File: src/rtl/fetch_queue_pkg.sv
// Shared fetch-path constants and types for the prefetch queue and its users.
package fetch_queue_pkg;

    // Pipeline-wide PC value after reset.
    localparam logic [31:0] RESET_PC = 32'h0000_3000;

    // sll $0,$0,0: what decode sees when nothing has been fetched.
    localparam logic [31:0] NOP_INSTR = 32'h0000_0000;

    // One fetched instruction together with its PC.
    typedef struct packed {
        logic [31:0] pc;
        logic [31:0] instr;
    } fetch_entry_t;

endpackage

File: src/rtl/fq_ptr.sv
// Wrapping circular-buffer pointer: clear has priority over increment.
module fq_ptr #(
    parameter int unsigned DEPTH = 4
) (
    input  logic                     clk,
    input  logic                     reset,
    input  logic                     inc,
    input  logic                     clr,
    output logic [$clog2(DEPTH)-1:0] ptr
);
    import fetch_queue_pkg::*;

    localparam int unsigned PTR_W = $clog2(DEPTH);

    logic [PTR_W-1:0] ptr_q;
    logic [PTR_W-1:0] ptr_d;

    // Next pointer: clear to 0, or step with wrap from DEPTH-1 back to 0.
    always_comb begin
        ptr_d = ptr_q;
        if (clr) begin
            ptr_d = '0;
        end else if (inc) begin
            ptr_d = (ptr_q == PTR_W'(DEPTH - 1)) ? '0 : ptr_q + 1'b1;
        end
    end

    // Pointer register with synchronous reset.
    always_ff @(posedge clk) begin
        if (reset) begin
            ptr_q <= '0;
        end else begin
            ptr_q <= ptr_d;
        end
    end

    assign ptr = ptr_q;

endmodule

File: src/rtl/fetch_queue.sv
// Instruction prefetch queue between fetch and decode. Show-ahead output,
// in-order push/pop, flush on redirect, sticky overflow flag.
module fetch_queue #(
    parameter int unsigned         DEPTH     = 4,
    parameter int unsigned         PC_W      = 32,
    parameter int unsigned         INSTR_W   = 32,
    parameter logic [INSTR_W-1:0]  NOP_INSTR = fetch_queue_pkg::NOP_INSTR
) (
    input  logic                       clk,
    input  logic                       reset,
    input  logic                       in_valid,
    input  logic [PC_W-1:0]            in_pc,
    input  logic [INSTR_W-1:0]         in_instr,
    output logic                       in_ready,
    input  logic                       flush,
    output logic                       out_valid,
    output logic [PC_W-1:0]            out_pc,
    output logic [INSTR_W-1:0]         out_instr,
    input  logic                       out_ready,
    output logic [$clog2(DEPTH+1)-1:0] count,
    output logic                       overflow_err
);
    import fetch_queue_pkg::*;

    localparam int unsigned PTR_W = $clog2(DEPTH);
    localparam int unsigned CNT_W = $clog2(DEPTH + 1);

    logic [PC_W-1:0]    pc_mem    [DEPTH];
    logic [INSTR_W-1:0] instr_mem [DEPTH];

    logic [PTR_W-1:0] wp;
    logic [PTR_W-1:0] rp;
    logic [CNT_W-1:0] count_q;
    logic [CNT_W-1:0] count_d;
    logic             overflow_q;
    logic             push;
    logic             pop;

    // Handshakes depend only on registered occupancy, so there is no
    // combinational path from out_ready to in_ready.
    assign in_ready  = (count_q != CNT_W'(DEPTH));
    assign out_valid = (count_q != '0);
    assign push      = in_valid & in_ready;
    assign pop       = out_valid & out_ready;

    fq_ptr #(
        .DEPTH (DEPTH)
    ) u_wp (
        .clk   (clk),
        .reset (reset),
        .inc   (push & ~flush),
        .clr   (flush),
        .ptr   (wp)
    );

    fq_ptr #(
        .DEPTH (DEPTH)
    ) u_rp (
        .clk   (clk),
        .reset (reset),
        .inc   (pop & ~flush),
        .clr   (flush),
        .ptr   (rp)
    );

    // Occupancy next-state: flush wins, otherwise push/pop adjust by one.
    always_comb begin
        count_d = count_q;
        if (flush) begin
            count_d = '0;
        end else begin
            unique case ({push, pop})
                2'b10:   count_d = count_q + 1'b1;
                2'b01:   count_d = count_q - 1'b1;
                default: count_d = count_q;
            endcase
        end
    end

    // Occupancy register.
    always_ff @(posedge clk) begin
        if (reset) begin
            count_q <= '0;
        end else begin
            count_q <= count_d;
        end
    end

    // Sticky overflow: any refused push attempt; only reset clears it.
    always_ff @(posedge clk) begin
        if (reset) begin
            overflow_q <= 1'b0;
        end else if (in_valid && !in_ready) begin
            overflow_q <= 1'b1;
        end
    end

    // Entry storage; contents need no reset because count gates visibility.
    always_ff @(posedge clk) begin
        if (!reset && !flush && push) begin
            pc_mem[wp]    <= in_pc;
            instr_mem[wp] <= in_instr;
        end
    end

    // Show-ahead head; an empty queue presents PC 0 and a NOP to decode.
    always_comb begin
        out_pc    = '0;
        out_instr = NOP_INSTR;
        if (out_valid) begin
            out_pc    = pc_mem[rp];
            out_instr = instr_mem[rp];
        end
    end

    assign count        = count_q;
    assign overflow_err = overflow_q;

endmodule

File: config.mk
export PLATFORM = sky130hd
export DESIGN_NAME = fetch_queue
export DESIGN_NICKNAME = d
export VERILOG_FILES = /design/src/rtl/fetch_queue_pkg.sv /design/src/rtl/fq_ptr.sv /design/src/rtl/fetch_queue.sv
export SDC_FILE = /design/constraint.sdc
export NUM_CORES = 1
export LEC_CHECK = 0
export CAP_MARGIN = 25
export CORE_MARGIN = 1
export CORE_UTILIZATION = 30
export CTS_BUF_LIST = sky130_fd_sc_hd__clkbuf_16
export DETAILED_ROUTE_END_ITERATION = 8
export SYNTH_ARGS = -nofsm -noshare
export SYNTH_HDL_FRONTEND = slang
export SYNTH_SLANG_ARGS = --single-unit
File: constraint.sdc
create_clock -name clk -period 3.8 [get_ports clk]
set_input_delay 0.57 -clock clk [delete_from_list [all_inputs] [get_ports clk]]
set_output_delay 0.57 -clock clk [all_outputs]
set_load 0.005 [all_outputs]
* After elaboration in Yosys (flattened, before gate mapping)
Memories as Yosys holds them, arrays and structs flattened. A register that Yosys moved wholly into a read port is not among the register bits. Cells that the tools add are included. Widths: inputs -> output; s select.
Cells by class: add/subtract/negate cells 4, equal/unequal tests 5, mux-type cells 11, bitwise logic cells 5, reductions and logical operators 9
Operators with widths (count):
- $mux 32 | 2
- $mux 2 | 6
- $eq 2x2->1 const B | 3
- $pmux 3 s2 | 1
- $add 2x1->2 const B | 2
- $and 1x1->1 | 4
- $add 3x1->3 const B | 1
- $logic_and 1x1->1 | 3
- $logic_not 1->1 | 3
- $ne 3x3->1 const B | 1
- $reduce_bool 3->1 | 1
- $sub 3x1->3 const B | 1
- $eq 2x1->1 const B | 1
- $mux 1 | 2
- $reduce_bool 2->1 | 1
- $reduce_or 2->1 | 1
- $not 1->1 | 1
Storage, ports and cells: flip-flop bits (word level) 8, bits in writable memories 256, output and inout port bits 70, logic and storage cells 40, memories kept 2
Memory list:
- instr_mem | words 4, bits a word 32, rd ports 1, clocked after Yosys merged registers in 1, write ports 1, RTL line fetch_queue.sv:29 | logic [INSTR_W-1:0] instr_mem [DEPTH];
- pc_mem | words 4, bits a word 32, rd ports 1, clocked after Yosys merged registers in 1, write ports 1, RTL line fetch_queue.sv:28 | logic [PC_W-1:0] pc_mem [DEPTH];

* Longest topological paths before layout
Gate-level depths: netlist of run 1.
depth in word-level cells 5, depth in mapped cells 10, depth with buffers taken out 9

* Cells and area by module
Synthesis of run 1 repeated with hierarchy kept, for this count alone.
Second synthesis, totals: cell total of the unflattened synthesis 455, area, all modules 10188.5 um2
By module, submodules not included:
- fetch_queue | instances 1, cells an instance 439, area each 9998.3 um2, sequential area each 7767.4 um2
- fq_ptr | instances 2, cells an instance 8, area each 95.1 um2, sequential area each 40.0 um2

* Least setup slack after synthesis of run 1
OpenSTA, ideal clock, no wires.
kind input to register, start in flush, end mem instr_mem[3][0], enable pin, setup time 0.429 ns, arrival time 2.460 ns, required time 3.371 ns, slack 0.911 ns, stages 2, path buffers 0, cell sequence nor2_1 > and3_1
Between the ends: cells in the longest elaborated chain, start to end 5
RTL lines:
- start: declaration | RTL line fetch_queue.sv:15 | input logic flush,
- $logic_not 1->1 | RTL line fetch_queue.sv:100 | if (!reset && !flush && push) begin
- $logic_and 1x1->1 (2 in a row) | RTL line fetch_queue.sv:100
- $mux 1 | RTL line fetch_queue.sv:100
- $mux 1 (not written as such) | RTL line fetch_queue.sv:102 | instr_mem[wp] <= in_instr;
- end: declaration | RTL line fetch_queue.sv:29
No other way between the ends.

==> metrics, run 1 <==
run status complete, no violations; nets 694; crit path max-delay cell type dfxtp_4; CTS Buf Count 30; HPWL after DPL 11900 um; CP top delay family flip-flops; num rows 67; Final setup violation count 0; async set or reset register ratio after synthesis 0%; critical-path cell list buf_4 > mux4_2 > and2_1 > clkdlybuf4s50_1; Max Used Layer met4; CP max stage delay 0.87 ns; number of hold buffers added after cts 0; final worst slack 0.564 ns; max-slew violations 0; max frequency 309 MHz; Bufs and invs on worst path 2; hold path startpoint u_rp.ptr[0]$_SDFFE_PP0P_; Critical Path End Type output pin; Crit path required time 3.23 ns; Peak supply drop 0.000284 V; Worst-path clk slew 0.06 ns; library cells used by synthesis 27; Hold Crit Class reg -> reg; Mean Syn Cell Area 22.0 sq um; met3 wire len 1040 um; Inst Count DP 1034; EDFF count, synth 256; postcts setup bufs 0; Worst Path Arrival 2.67 ns; sequential area share after synthesis 77.3%; number of DRC markers in iteration 0 218; part of the cycle the worst path needs 85.1%; GP Congestion 0.675; first-pass GRT wire length 32000 um; final antenna-violating net count 0; Leak Pwr 4.09 nW; Hold Fails Final Rpt 0; final wirelength 20500 um; Die ar. 0.0348 sq mm; Place WS 0.980 ns; Post-Route Setup TNS 0 ns; flop and latch count out of synthesis 266; clk_skew 0.0122 ns; largest net degree at the start of global routing 65; vias per cell 4.50; placed inst area 0.0122 sq mm; total power 6.21 mW; Least-Margin Pin Slew 0.806 ns; DRC Markers 0; Routed WL per cell 18.8 um; worst skew pair latency 0.54 ns; share of layout cells above drive strength 1 19.7%; RSZ-0062 raised after global routing false; final worst path period need 3.24 ns; vias in the first global route 5616; Initial Util 30.4%; headroom to the max-slew limit 46.3%; Finished Layout Cells 1089; P&R area growth vs syn 28.0%; Clock H-tree levels 1; total gr overflow 0; most frequent cells in the layout edfxtp_1 (256), clkdlybuf4s50_1 (138), mux4_2 (64), and2_1 (64), clkbuf_16 (31); clock sink count 266; commonest non-fill, non-tap cell in the layout edfxtp_1; Yosys top cell by area edfxtp_1; drt first pass iters 4; PD cells 475 mW/mm^2; Fill cells 3040; Cells after Synth 463; CORE AREA 0.0335 sq mm; CTS tree done; root buffer cell clkbuf_16; top_reg_cell synth edfxtp_1; Yosys top cell area share 75.3%; WHS 0.495 ns; GRT Total Usage 11.9%; Crit. path cell count 4; Max clock buf depth 3; initial antenna violation count 0; Synth Net Count 539; Die X 186 um; flop-to-flop setup slack 1.22 ns; crit-path max FO 50; synthesis warning total 0; largest cells by area after synthesis edfxtp_1 (75%), mux4_2 (14%), and2_1 (3.9%); Ports 139; wl on met1 8790 um; crit path kind reg -> out; routed wl met2 10300 um; ANT cells 0; Worst R2R Path Depth 9; max_cap viols 0; Post-CTS Resized 0; final core occ 39.0%; Netlist Area Pre-Place 0.0102 sq mm; startpoint class of the critical path register; R2R Path Start count[2]$_SDFFE_PP0P_; Die Ht 186 um; Hold Path Depth 2; post-route cell area 0.0131 sq mm; Port Buf Inserts 138; via count 4902
-- layer usage --
layer  up-vias  track usage (%)
met5         -                0
met4         0             2.87
met3        27             2.76
met2       123             20.5
met1      2563             15.3
li1       2189                -
-- registers in the layout (all words and copies together) (netlist names), named ones only --
name and flops:
u_rp.ptr 2, u_wp.ptr 2, pc_mem 128, instr_mem 128
count 3, overflow_err 1
-- worst register-to-register path, delay by kind of cell, from the launching register on --
| kind | cells | cell delay (ns) |
|---|---|---|
| XOR/XNOR | 1 | 0.16 |
| AO/OA/AOI/OAI | 1 | 0.16 |
| adder cells (fa/ha/maj) | 2 | 0.58 |
| buffers and inverters | 2 | 0.14 |
| AND/OR/NAND/NOR | 3 | 1.05 |
| flip-flops | 1 | 0.42 |
-- cell usage after synthesis (2+ instances only) --
cell / count
inv_1: 7
clkbuf_1: 8
o31ai_2: 2
and3_1: 4
and2_1: 64
nand2_1: 2
edfxtp_1: 256
mux4_2: 64
a21oi_1: 3
or3_1: 2
buf_6: 8
nor2_1: 6
xor2_1: 2
o21ai_0: 2
buf_2: 6
dfxtp_1: 10
nand4_1: 2
ha_1: 6
-- power breakdown --
group	internal, mW	switching, mW
Clock	1.53	1.08
Sequential	3.25	0.00931
Combinational	0.202	0.143
-- cell families (layout without fill, tap and decap cells) --
kind of cell | Yosys count | count (layout) | share of synthesized area [%]
AOI/OAI and AO/OA | 9 | 9 | 0.650
xor gates and xnor gates | 2 | 2 | 0.172
adders and majority gates | 7 | 7 | 0.931
buffers and inverters | 30 | 208 | 1.78
DFF | 266 | 266 | 77.3
muxes | 64 | 64 | 14.1
and+or+nand+nor | 85 | 85 | 5.09
-- final cells by class --
class | count | area, sq um | share of cell area (%)
inverter | 7 | 26.3 | 0.201
multi-input combinational | 167 | 2160 | 16.5
tap | 448 | 561 | 4.29
timing repair buffer | 146 | 1520 | 11.6
sequential | 266 | 7900 | 60.4
clock inverter | 24 | 136 | 1.04
clock buffer | 31 | 776 | 5.93
-- path summary, 6_finish.rpt --
path,end
max reg2reg,count[2]$_SDFFE_PP0P_
max,out_instr[12]
min,register
min reg2reg,register
Note: power is estimated with default switching activity, not from simulation.
==> inputs of run 2 (changes only) <==
Settings changed: CORE_MARGIN 1 to 3.
==> metrics, run 2 (same netlist as run 1, synthesis figures left out) <==
run status complete, no violations; Worst-path clk slew 0.06 ns (about the same); postcts setup bufs 0 (unchanged); HPWL after DPL 12400 um (+4.5%); Max clock buf depth 3 (unchanged); Least-Margin Pin Slew 0.629 ns (-0.177 ns); startpoint class of the critical path register; crit-path max FO 20 (-60%); share of layout cells above drive strength 1 19.8% (+0.12 points); placed inst area 0.0122 sq mm (+0.10%); Final setup violation count 0 (unchanged); Peak supply drop 0.000299 V (+5.4%); Routed WL per cell 19.4 um (+3.2%); CORE AREA 0.0330 sq mm (-1.5%); Inst Count DP 1029 (-0.48%); CTS Buf Count 29 (-3.3%); most frequent cells in the layout edfxtp_1 (256), clkdlybuf4s50_1 (138), mux4_2 (64), and2_1 (64), clkbuf_16 (29); post-route cell area 0.0131 sq mm (about the same); Fill cells 2955 (-2.8%); root buffer cell clkbuf_16; Die X 190 um (+2.1%); Multi-input gate area 0.00216 sq mm (unchanged); nets 694 (unchanged); total gr overflow 0 (unchanged); GP Congestion 0.713 (+5.6%); headroom to the max-slew limit 58.1% (+12 points); largest net degree at the start of global routing 41 (-37%); Finished Layout Cells 1080 (-0.83%); Port Buf Inserts 138 (unchanged); Hold Fails Final Rpt 0 (unchanged); vias in the first global route 5565 (-0.91%); number of DRC markers in iteration 0 271 (+24%); final antenna-violating net count 0 (unchanged); Die Ht 190 um (+2.1%); P&R area growth vs syn 28.1% (about the same); Leak Pwr 4.09 nW (about the same); commonest non-fill, non-tap cell in the layout edfxtp_1; number of hold buffers added after cts 0 (unchanged); Clock H-tree levels 1 (unchanged); DRC Markers 0 (unchanged); CTS tree done; part of the cycle the worst path needs 88.0% (+2.8 points); Initial Util 30.9% (+0.46 points); crit path kind reg -> out; initial antenna violation count 2 (+2); final wirelength 20900 um (+2.4%); worst skew pair latency 0.53 ns (about the same); first-pass GRT wire length 32200 um (+0.60%); max frequency 299 MHz (-3.2%); drt first pass iters 6 (+2); max-slew violations 0 (unchanged); Worst Path Arrival 2.77 ns (+0.10 ns); GRT Total Usage 11.6% (-0.37 points); max_cap viols 0 (unchanged); total power 6.26 mW (+0.81%); WHS 0.486 ns (-0.00842 ns); Crit path required time 3.23 ns (about the same); via count 4922 (+0.41%); register area 0.00790 sq mm (unchanged); clk_skew 0.00776 ns (-0.00440 ns); vias per cell 4.56 (+1.2%); RSZ-0062 raised after global routing false; final worst path period need 3.34 ns (+0.107 ns); Ports 139 (unchanged); Hold Crit Class reg -> reg; Post-CTS Resized 0 (unchanged); num rows 66 (-1.5%); Post-Route Setup TNS 0 ns (unchanged); Die ar. 0.0363 sq mm (+4.3%); clock sink count 266 (unchanged); hold path startpoint u_rp.ptr[0]$_SDFFE_PP0P_; Critical Path End Type output pin; PD cells 479 mW/mm^2 (+0.75%); R2R Path Start count[2]$_SDFFE_PP0P_
==> run 2: changes by cell type in the layout (fill, tap and decap cells not counted) <==
cell and change:
clkbuf_16 -2, clkinv_2 -2, diode_2 +1, clkinv_1 -4, buf_12 +1, inv_6 +1, bufinv_16 +2
==> run 2: final timing paths <==
check	endpoint	slack, ns	cells after the start
worst min-delay path	register	0.49	2
worst max register to register	count[2]$_SDFFE_PP0P_	1.27	9
worst min register to register	register	0.49	2
worst max-delay path	out_instr[4]	0.46	4
==> run 2: cell type report <==
type | count | share of cell area, %
antenna | 1 | 0.0191
clock buffer | 29 | 5.55
clock inverter | 21 | 1.38
multi-input combinational | 167 | 16.5
timing repair buffer | 147 | 11.7
sequential | 266 | 60.4
tap | 442 | 4.23
inverter | 7 | 0.201
==> run 2: critical path: stages, from the launching register on <==
cell and delay [ns]:
dfxtp_4 0.63, buf_4 0.41, mux4_2 0.54, and2_1 0.18
clkdlybuf4s50_1 0.44
==> run 2: report_power, final <==
part	internal (mW)	switching [mW]	leakage (nW)
combinational	0.203	0.143	1.23
sequential	3.25	0.0123	2.40
clock	1.58	1.08	0.470
==> run 2: layer usage <==
| metal | global-route usage [%] | vias up | routed length [um] |
|---|---|---|---|
| met5 | 0 | - | 27 |
| met4 | 2.96 | 4 | 450 |
| met3 | 3.01 | 40 | 1270 |
| met2 | 20.4 | 124 | 10600 |
| met1 | 14.2 | 2571 | 8610 |
| li1 | - | 2183 | - |
==> run 2: metrics by stage <==
stage	setup WS, ns	util [%]
2_1_floorplan	0.911	-
3_3_place_gp	0.934	36.8
3_5_place_dp	0.934	36.8
4_1_cts	0.356	39.6
5_1_grt	0.256	39.6
6_report	0.457	39.6
==> inputs of run 3 (changes only) <==
Settings changed: CAP_MARGIN 25 to 20, CORE_UTILIZATION 30 to 43, CTS_CLUSTER_DIAMETER set to 60, PLACE_DENSITY set to 0.65.
==> metrics, run 3 (same netlist as run 1, synthesis figures left out) <==
run status complete, no violations; headroom to the max-slew limit 61.2% (+3.2 points); clock sink count 266 (unchanged); Leak Pwr 4.07 nW (-0.60%); Worst Hold End overflow_err$_SDFFE_PP0P_; R2R Path Start count[2]$_SDFFE_PP0P_; most frequent cells in the layout edfxtp_1 (256), clkdlybuf4s50_1 (138), mux4_2 (64), and2_1 (64), clkbuf_16 (27); final core occ 55.9% (+16 points); Inst Count DP 899 (-13%); Routed WL per cell 20.2 um (+4.2%); first-pass GRT wire length 30100 um (-6.5%); final antenna-violating net count 0 (unchanged); max frequency 307 MHz (+2.7%); max-slew violations 0 (unchanged); initial antenna violation count 0 (-2); postcts setup bufs 0 (unchanged); CTS tree done; number of DRC markers in iteration 0 262 (-3.3%); DRC Markers 0 (unchanged); Finished Layout Cells 948 (-12%); Post-Route Setup TNS 0 ns (unchanged); PD cells 471 mW/mm^2 (-1.6%); vias per cell 5.10 (+12%); Peak supply drop 0.000231 V (-23%); P&R area growth vs syn 25.8%; GRT Total Usage 15.1% (+3.5 points); worst reg2reg endpoint count[2]$_SDFFE_PP0P_; ANT cells 0 (-1); Hold Path Depth 2 (unchanged); part of the cycle the worst path needs 85.7% (-2.3 points); Worst Path Arrival 2.69 ns (-0.08 ns); total power 6.05 mW (-3.4%); nets 691 (-0.43%); Die ar. 0.0256 sq mm (-29%); Crit path required time 3.23 ns (about the same); Die X 160 um (-16%); flop-to-flop setup slack 1.25 ns (-0.02 ns); CORE AREA 0.0230 sq mm (-30%); final worst slack 0.544 ns (+0.0867 ns); Worst R2R Path Depth 9 (unchanged); share of layout cells above drive strength 1 18.7% (-1.0 points); root buffer cell clkbuf_16; Port Buf Inserts 138 (unchanged); largest net degree at the start of global routing 48 (+17%); drt first pass iters 4 (-2); Final setup violation count 0 (unchanged); via count 4838 (-1.7%); vias in the first global route 5340 (-4.0%); num rows 55 (-17%); Critical Path End Type output pin; HPWL after DPL 11500 um (-7.3%); number of hold buffers added after cts 0 (unchanged); Post-CTS Resized 0 (unchanged); GP Congestion 0.704 (-1.2%); RSZ-0062 raised after global routing false; Ports 139 (unchanged); CTS Buf Count 27 (-6.9%); Clock H-tree levels 1 (unchanged); Hold Fails Final Rpt 0 (unchanged); Max clock buf depth 3 (unchanged); clk_skew 0.0135 ns (+0.00577 ns); Least-Margin Pin Slew 0.576 ns (-0.0523 ns); Hold Crit Class reg -> reg; max_cap viols 0 (unchanged); Die Ht 160 um (-16%); hold path startpoint overflow_err$_SDFFE_PP0P_; total gr overflow 0 (unchanged); startpoint class of the critical path register; Place WS 1.01 ns (+0.0742 ns); final wirelength 19200 um (-8.5%); Initial Util 44.4% (+14 points); Worst-path clk slew 0.06 ns (about the same); final worst path period need 3.26 ns (-0.0867 ns); worst skew pair latency 0.52 ns (about the same); crit path kind reg -> out; commonest non-fill, non-tap cell in the layout edfxtp_1; crit-path max FO 25 (+25%)
-- run 3: worst max path at each step --
stage                     startpoint                   endpoint  slack, ns  cells after the start
6_report                    register              out_instr[19]       0.54                      4
3_3_place_gp   count[0]$_SDFFE_PP0P_              out_instr[31]       0.96                      3
4_1_cts                     register              out_instr[14]       0.44                      4
2_1_floorplan                  flush  instr_mem[3][0]$_DFFE_PP_       0.91                      2
5_1_grt                     register              out_instr[19]       0.34                      4
3_5_place_dp                register              out_instr[14]       1.01                      4
-- run 3: cell type report --
type,instances,area (sq um)
Multi-Input combinational cell,167,2160
Inverter,7,26.3
Clock inverter,22,155
Sequential cell,266,7900
Timing Repair Buffer,146,1540
Clock buffer,27,676
Tap cell,313,392
Fill cell,1788,10100
-- run 3: metrics by stage --
step	hold slack, ns	instance area [sq um]
floorplan	0.463	10200
finish	0.497	12800
global placement	0.464	12000
CTS	0.506	12800
global route	0.523	12800
detailed placement	0.475	12000
-- run 3: worst max-delay path, cell delays in order (launching register included) --
cell,delay (ns)
dfxtp_4,0.69
buf_12,0.29
mux4_2,0.52
and2_1,0.18
clkdlybuf4s50_1,0.45
-- run 3: power breakdown --
group          switching (mW)  total, mW  internal [mW]  leakage (nW)
logic                   0.139      0.342          0.203          1.23
registers              0.0130       3.26           3.25          2.40
clock network            1.02       2.45           1.42         0.448
-- run 3: metal layers --
| layer | share of wire [%] | global-route usage (%) | vias to the layer above |
|---|---|---|---|
| li1 | - | - | 2175 |
| met1 | 41 | 18.8 | 2507 |
| met2 | 52 | 26.6 | 130 |
| met3 | 5.5 | 3.40 | 26 |
| met4 | 1.8 | 4.06 | 0 |
| met5 | 0 | 0 | - |
